**src/rtl/gate_sweep_ctrl.sv**
```systemverilog
// Sweeps a 2-input gate through all four input vectors, waits a programmable
// settle time before each sample and scores the gate against a truth table.
module gate_sweep_ctrl #(
   parameter int unsigned SETTLE = 1
) (
   input  logic       clk,
   input  logic       rst_n,
   input  logic       start_i,
   input  logic [3:0] expect_i,
   input  logic       gate_out_i,
   output logic       gate_in0_o,
   output logic       gate_in1_o,
   output logic       busy_o,
   output logic       done_o,
   output logic       pass_o,
   output logic [3:0] fail_mask_o,
   output logic [2:0] err_count_o
);

   localparam int unsigned CNT_W = 4;
   localparam int unsigned IDX_W = 2;
   localparam int unsigned VEC_N = 4;
   localparam int unsigned ERR_W = 3;

   localparam logic [CNT_W-1:0] SETTLE_C = CNT_W'(SETTLE);
   localparam logic [IDX_W-1:0] IDX_LAST = IDX_W'(VEC_N - 1);

   typedef enum logic [1:0] {
      ST_IDLE  = 2'd0,
      ST_DRIVE = 2'd1,
      ST_DONE  = 2'd2
   } state_t;

   state_t             state_q,     state_d;
   logic [IDX_W-1:0]   idx_q,       idx_d;
   logic [CNT_W-1:0]   cnt_q,       cnt_d;
   logic [VEC_N-1:0]   expect_q,    expect_d;
   logic [VEC_N-1:0]   fail_mask_q, fail_mask_d;
   logic [ERR_W-1:0]   err_count_q, err_count_d;
   logic               pass_q,      pass_d;
   logic [IDX_W-1:0]   gate_in_q,   gate_in_d;
   logic               busy_q,      busy_d;
   logic               done_q,      done_d;
   logic               mismatch_c;

   // State and output registers; reset is synchronous.
   always_ff @(posedge clk) begin
      if (!rst_n) begin
         state_q     <= ST_IDLE;
         idx_q       <= '0;
         cnt_q       <= '0;
         expect_q    <= '0;
         fail_mask_q <= '0;
         err_count_q <= '0;
         pass_q      <= 1'b0;
         gate_in_q   <= '0;
         busy_q      <= 1'b0;
         done_q      <= 1'b0;
      end else begin
         state_q     <= state_d;
         idx_q       <= idx_d;
         cnt_q       <= cnt_d;
         expect_q    <= expect_d;
         fail_mask_q <= fail_mask_d;
         err_count_q <= err_count_d;
         pass_q      <= pass_d;
         gate_in_q   <= gate_in_d;
         busy_q      <= busy_d;
         done_q      <= done_d;
      end
   end

   // Next-state and result update; outputs are derived from the next state
   // so that the registered gate inputs track idx with no extra cycle.
   always_comb begin
      state_d     = state_q;
      idx_d       = idx_q;
      cnt_d       = cnt_q;
      expect_d    = expect_q;
      fail_mask_d = fail_mask_q;
      err_count_d = err_count_q;
      pass_d      = pass_q;
      mismatch_c  = (gate_out_i != expect_q[idx_q]);

      case (state_q)
         ST_IDLE: begin
            if (start_i) begin
               state_d     = ST_DRIVE;
               idx_d       = '0;
               cnt_d       = '0;
               expect_d    = expect_i;
               fail_mask_d = '0;
               err_count_d = '0;
               pass_d      = 1'b0;
            end
         end
         ST_DRIVE: begin
            if (cnt_q < SETTLE_C) begin
               cnt_d = cnt_q + CNT_W'(1);
            end else begin
               if (mismatch_c) begin
                  fail_mask_d[idx_q] = 1'b1;
                  err_count_d        = err_count_q + ERR_W'(1);
               end
               if (idx_q == IDX_LAST) begin
                  state_d = ST_DONE;
                  pass_d  = (err_count_d == ERR_W'(0));
               end else begin
                  idx_d = idx_q + IDX_W'(1);
                  cnt_d = '0;
               end
            end
         end
         ST_DONE: begin
            state_d = ST_IDLE;
         end
         default: begin
            state_d = ST_IDLE;
         end
      endcase

      busy_d    = (state_d == ST_DRIVE);
      done_d    = (state_d == ST_DONE);
      gate_in_d = busy_d ? idx_d : IDX_W'(0);
   end

   assign gate_in0_o  = gate_in_q[0];
   assign gate_in1_o  = gate_in_q[1];
   assign busy_o      = busy_q;
   assign done_o      = done_q;
   assign pass_o      = pass_q;
   assign fail_mask_o = fail_mask_q;
   assign err_count_o = err_count_q;

endmodule

```
**config.mk**
```make
export PLATFORM = sky130hd
export DESIGN_NAME = gate_sweep_ctrl
export DESIGN_NICKNAME = d
export VERILOG_FILES = /design/src/rtl/gate_sweep_ctrl.sv
export SDC_FILE = /design/constraint.sdc
export NUM_CORES = 1
export LEC_CHECK = 0
export ABC_AREA = 1
export BUFFER_PORTS_ARGS = -buffer_cell sky130_fd_sc_hd__clkbuf_2
export CAP_MARGIN = 20
export CORE_MARGIN = 1
export CORE_UTILIZATION = 57
export CTS_CLUSTER_SIZE = 30
export DETAILED_ROUTE_END_ITERATION = 8
export GPL_TIMING_DRIVEN = 0
export PLACE_DENSITY = 0.82
export SYNTH_ARGS = -nofsm -noshare
export SYNTH_HDL_FRONTEND = slang
export SYNTH_SLANG_ARGS = --single-unit
```
**constraint.sdc**
```tcl
create_clock -name clk -period 3.24 [get_ports clk]
set_input_delay 0.324 -clock clk [delete_from_list [all_inputs] [get_ports clk]]
set_output_delay 0.324 -clock clk [all_outputs]
set_load 0.005 [all_outputs]
```
# ---- Word level (Yosys, flattened, before mapping)
# Index checks and enable logic that the tools add are counted.
dict set report totals {
  register_bits 24
  out_inout_bits 12
  input_bits 8
  wordCells 66
}
dict set report classes {
  n_addsub 3
  n_reduce_logical 10
  n_eq_ne 10
  order_cmp 3
  n_bitwise 1
  mux 29
}
# cell count
set ops {}
lappend ops {{two-way mux 4 bit} 5}
lappend ops {{one-hot mux 4 bit (2 select lines)} 2}
lappend ops {{two-way mux 3 bit} 5}
lappend ops {{two-way mux 2 bit} 6}
lappend ops {{inequality test 2 bit (second input constant)} 4}
lappend ops {{one-hot mux 2 bit (2 select lines)} 2}
lappend ops {{AND reduction 4 bit} 2}
lappend ops {{one-hot mux 3 bit (2 select lines)} 1}
lappend ops {{AND reduction 3 bit} 2}
lappend ops {{two-way mux 1 bit} 5}
lappend ops {{adder 4 x 1 -> 4 bit (second input constant)} 1}
lappend ops {{== test 2 x 1 -> 1 bit (second input constant)} 2}
lappend ops {{== test 2 bit (second input constant)} 2}
lappend ops {{< comparator 4 x 1 -> 1 bit (second input constant)} 1}
lappend ops {{bitwise OR 4 bit} 1}
lappend ops {{AND reduction 2 bit} 2}
lappend ops {{adder 3 x 1 -> 3 bit (second input constant)} 1}
lappend ops {{zero test 3 bit} 1}
lappend ops {{< comparator 2 x 3 -> 1 bit (second input constant)} 1}
lappend ops {{inequality test 3 bit (second input constant)} 1}
lappend ops {{adder 2 x 1 -> 2 bit (second input constant)} 1}
lappend ops {{binary-select mux 1 bit (select 2 bit)} 1}
lappend ops {{demux 1 bit (select 2 bit)} 1}
lappend ops {{greater-or-equal comparator 2 x 1 -> 1 bit (second input constant)} 1}
lappend ops {{other kinds (5)} 5}

# ---- Depth between registers and ports, before layout
dict set report logic_depth {
  ltp_word 10
  depth_mapped 12
  depth_no_buf 12
}

# ---- Worst setup path before layout
# OpenSTA, ideal clock, no wires.
dict set report synth_path {
  path_type {reg-to-reg}
  from {reg cnt_q[0]}
  to {reg gate_in_q[1]}
  setup_ps 119
  synth_period_minus_slack_ps 1261
  setup_slack_ps 1979
  n_path_buf 0
  arrival_time_ps 1142
  stages_incl_launch_ff 9
  t_required_ps 3121
  cell_sequence {dfxtp_1 > inv_1 > ha_1 > nand2_1 > nor2_1 > o21ai_0 > nand2_1 > nand2_1 > nor3_1}
}
dict set report synth_via {
  elab_chain_cells 5
  elab_cells_between_ends 7
  cone_classes {order compare (1); eq/ne (1); mux (4); reduce/logical (1)}
}
# element line_no
set synth_lines {}
lappend synth_lines {{start, declared} 36} ;# logic [CNT_W-1:0] cnt_q, cnt_d;
lappend synth_lines {{start signal, assigned} 62} ;# cnt_q <= cnt_d;
lappend synth_lines {{< comparator 4 x 1 -> 1 bit *} 98} ;# if (cnt_q < SETTLE_C) begin
lappend synth_lines {{two-way mux 2 bit} 98}
lappend synth_lines {{one-hot mux 2 bit (2 select lines)} 85} ;# case (state_q)
lappend synth_lines {{== test 2 x 1 -> 1 bit} 122} ;# busy_d = (state_d == ST_DRIVE);
lappend synth_lines {{AND reduction 2 bit (no source line)} n/a}
lappend synth_lines {{end signal, assigned} 67} ;# gate_in_q <= gate_in_d;
lappend synth_lines {{end, declared} 41} ;# logic [IDX_W-1:0] gate_in_q, gate_in_d;
# Mark *: on every way between the ends. The rest lies on a longest branch, timed or not.
# A chain may end at the register's enable or synchronous reset.

# ---- Worst setup path after layout
dict set report layout_path {
  from {reg cnt_q[0]}
  to {reg gate_in_q[0]}
}
# The elaborated chain is that of the path after synthesis.

==> results.json <==
{
  "syn2layout_area_growth_pct": 13.6,
  "report.final.slew_viol_count": 0,
  "cp_max_fo": 5,
  "most-common-layout-cells": "36 x nand2_1, 26 x inv_1, 24 x dfxtp_1, 18 x clkbuf_2, 17 x nor2_1",
  "avgViaCountPerCell": 4.75,
  "p_sw_uw": 142,
  "io_buffer_count": 18,
  "path_clk_slew_ns": 0.12,
  "syn_area_per_cell_um2": 7.25,
  "ys_ff_latch": 24,
  "fmax_ghz": 0.686,
  "hold_path_depth": 3,
  "row_count": 15,
  "post-cts-setup-buffers": 0,
  "coreArea_mm2": 0.00173,
  "htreeDepth": 1,
  "synth_nets": 157,
  "drive_above_1_share_pct": 18.6,
  "die_area_mm2": 0.00203,
  "skew_ns": 0.00335,
  "grt_pass1_wl_mm": 3.13,
  "max-cap-violations": 0,
  "required_ns": 3.50,
  "yosysSeqAreaShare_pct": 45.4,
  "p_sw_share_pct": 27.3,
  "grt_start_max_net_pins": 13,
  "crit_path_end": "gate_in_q[0]",
  "cellLeakagePower_nw": 0.598,
  "drt-initial-drc-count": 9,
  "initial_core_util_pct": 61.3,
  "crit_type": "flip-flop to flip-flop",
  "dp_hpwl_mm": 1.48,
  "place_congestion": 0.786,
  "setup_viol": 0,
  "cp-end-kind": "flip-flop",
  "die_y_um": 45.1,
  "final_common_cell": "nand2_1",
  "route.detailed.wl_per_inst_um": 9.79,
  "hp-class": "input port to flip-flop",
  "fin_cells": 192,
  "synthDistinctLibCells": 19,
  "pwr_density_cell_mw_per_mm2": 431,
  "grt_overflow": 0,
  "status": "finished clean",
  "totalWireLength_mm": 1.88,
  "drtPass1Iterations": 5,
  "worst_slew_pin_slew_ns": 0.381,
  "final_net_count": 180,
  "clockBufferDepth": 2,
  "cts_sinks": 24,
  "timing.rr.end": "gate_in_q[0]",
  "syn-cell-area_mm2": 0.00106,
  "gr-usage-all-layers_pct": 21.1,
  "route.detailed.drc": 0,
  "first_global_vias": 774,
  "cts_root_buffer": "clkbuf_4",
  "yosysWarnings": 0,
  "cts_tree": "built",
  "start_kind": "flip-flop",
  "syn_inst": 146,
  "pre_cts_ws_ns": 1.81,
  "regToRegStartpoint": "cnt_q[0]",
  "cts_resized": 0,
  "fin_crit_sh_pct": 45.0,
  "n_fill_cell": 163,
  "final_hold_viol_count": 0,
  "r2r_slack_ns": 1.78,
  "io_pins": 20,
  "vias": 912,
  "die_w_um": 45.1,
  "ant_nets": 0,
  "power_frac_comb_pct": 15.1,
  "rsz0062_at_grt": "false",
  "p_clk_share_pct": 24.4,
  "setup-tns-final_ns": 0,
  "relSlewSlack_pct": 74.6,
  "num_antenna_cells": 0,
  "max-vdd-ir-drop_uv": 340,
  "seqPwrFrac_pct": 60.5,
  "reg2reg_depth": 10,
  "postCtsHoldBufs": 0,
  "cts_buffers": 3,
  "worstHoldStart": "expect_i[0]",
  "dp_cells": 189,
  "timing.final.ws_setup_ns": 1.78,
  "cp.arrival_ns": 1.71,
  "p_int_uw": 377,
  "crit_start": "cnt_q[0]",
  "clk_latency_ns": 0.31,
  "antenna_found_initial": 0,
  "period_needed_ns": 1.46
}
-- how the worst min path moves through the flow --
| stage | slack, ns | end |
|---|---|---|
| after floorplan | 0.42 | cnt_q[3] |
| after global placement | 0.44 | cnt_q[3] |
| after detailed placement | 0.44 | fail_mask_o[1] |
| after CTS | 0.26 | expect_q[0] |
| after global routing | 0.27 | expect_q[1] |
| final | 0.26 | expect_q[0] |
-- power groups by stage --
| stage | clock network, mW | logic (mW) | registers (mW) |
|---|---|---|---|
| 2_1_floorplan | 0 | 0.0594 | 0.319 |
| 3_3_place_gp | 0 | 0.0766 | 0.319 |
| 3_5_place_dp | 0 | 0.0790 | 0.320 |
| 4_1_cts | 0.131 | 0.0793 | 0.313 |
| 5_1_grt | 0.137 | 0.0911 | 0.315 |
| 6_report | 0.127 | 0.0784 | 0.313 |
-- state kept, by name (all words and copies together) (netlist names) --
name         cells
cnt_q            4
idx_q            2
busy_o           1
expect_q         4
fail_mask_o      4
state_q          2
pass_o           1
gate_in_q        2
done_o           1
err_count_o      3
-- through the flow --
stage	util (%)	power [mW]	area [um2]	hold WS [ns]
detailed placement	68.3	0.399	1180	0.444
finish	69.6	0.518	1200	0.258
global placement	68.3	0.396	1180	0.436
CTS	69.6	0.524	1200	0.261
global route	69.6	0.543	1200	0.275
floorplan	-	0.378	1060	0.424
-- area by class of cell --
| cell class | instances | area, um2 | share of cell area, % |
|---|---|---|---|
| inverters | 27 | 101 | 8.43 |
| plain buffers | 1 | 3.75 | 0.312 |
| clock buffers | 3 | 22.5 | 1.87 |
| repair buffers | 18 | 90.1 | 7.49 |
| well taps | 25 | 31.3 | 2.60 |
| multi-input cells | 94 | 473 | 39.3 |
| flip-flops and latches | 24 | 480 | 40.0 |
-- critical path, stage by stage (launching register included) --
cell and delay [ns]:
dfxtp_1 0.35, inv_1 0.06, ha_1 0.14, nand2_1 0.05, nor2_1 0.17, nand2_1 0.10, nand2_1 0.22, nand2_1 0.07
o21ai_0 0.09, inv_1 0.07, nor2_1 0.08
-- layer usage --
| metal | track usage, % | vias up | routed length, um |
|---|---|---|---|
| met5 | 0 | - | 0 |
| met4 | 10.9 | 0 | 38 |
| met3 | 2.40 | 5 | 73 |
| met2 | 36.2 | 19 | 887 |
| met1 | 25.9 | 398 | 880 |
| li1 | - | 490 | - |
-- cells by family after synthesis --
family	synth area share (%)
AO/OA/AOI/OAI	10.0
AND/OR/NAND/NOR	30.3
XOR/XNOR	0.828
flip-flops	45.4
adder cells (fa/ha/maj)	3.55
buffers and inverters	9.93
-- Yosys cell counts, drive strengths merged --
library cell | n | share of area [%]
xnor2 | 1 | 0.83
nor3 | 2 | 0.95
ha | 3 | 3.5
nand3 | 8 | 4.3
nand3b | 1 | 0.71
dfxtp | 24 | 45
a21oi | 11 | 6.3
nand2 | 41 | 17
nor2 | 19 | 7.7
inv | 27 | 9.6
clkbuf | 1 | 0.35
o21ai | 8 | 3.8
(Power assumes the default switching activity.)
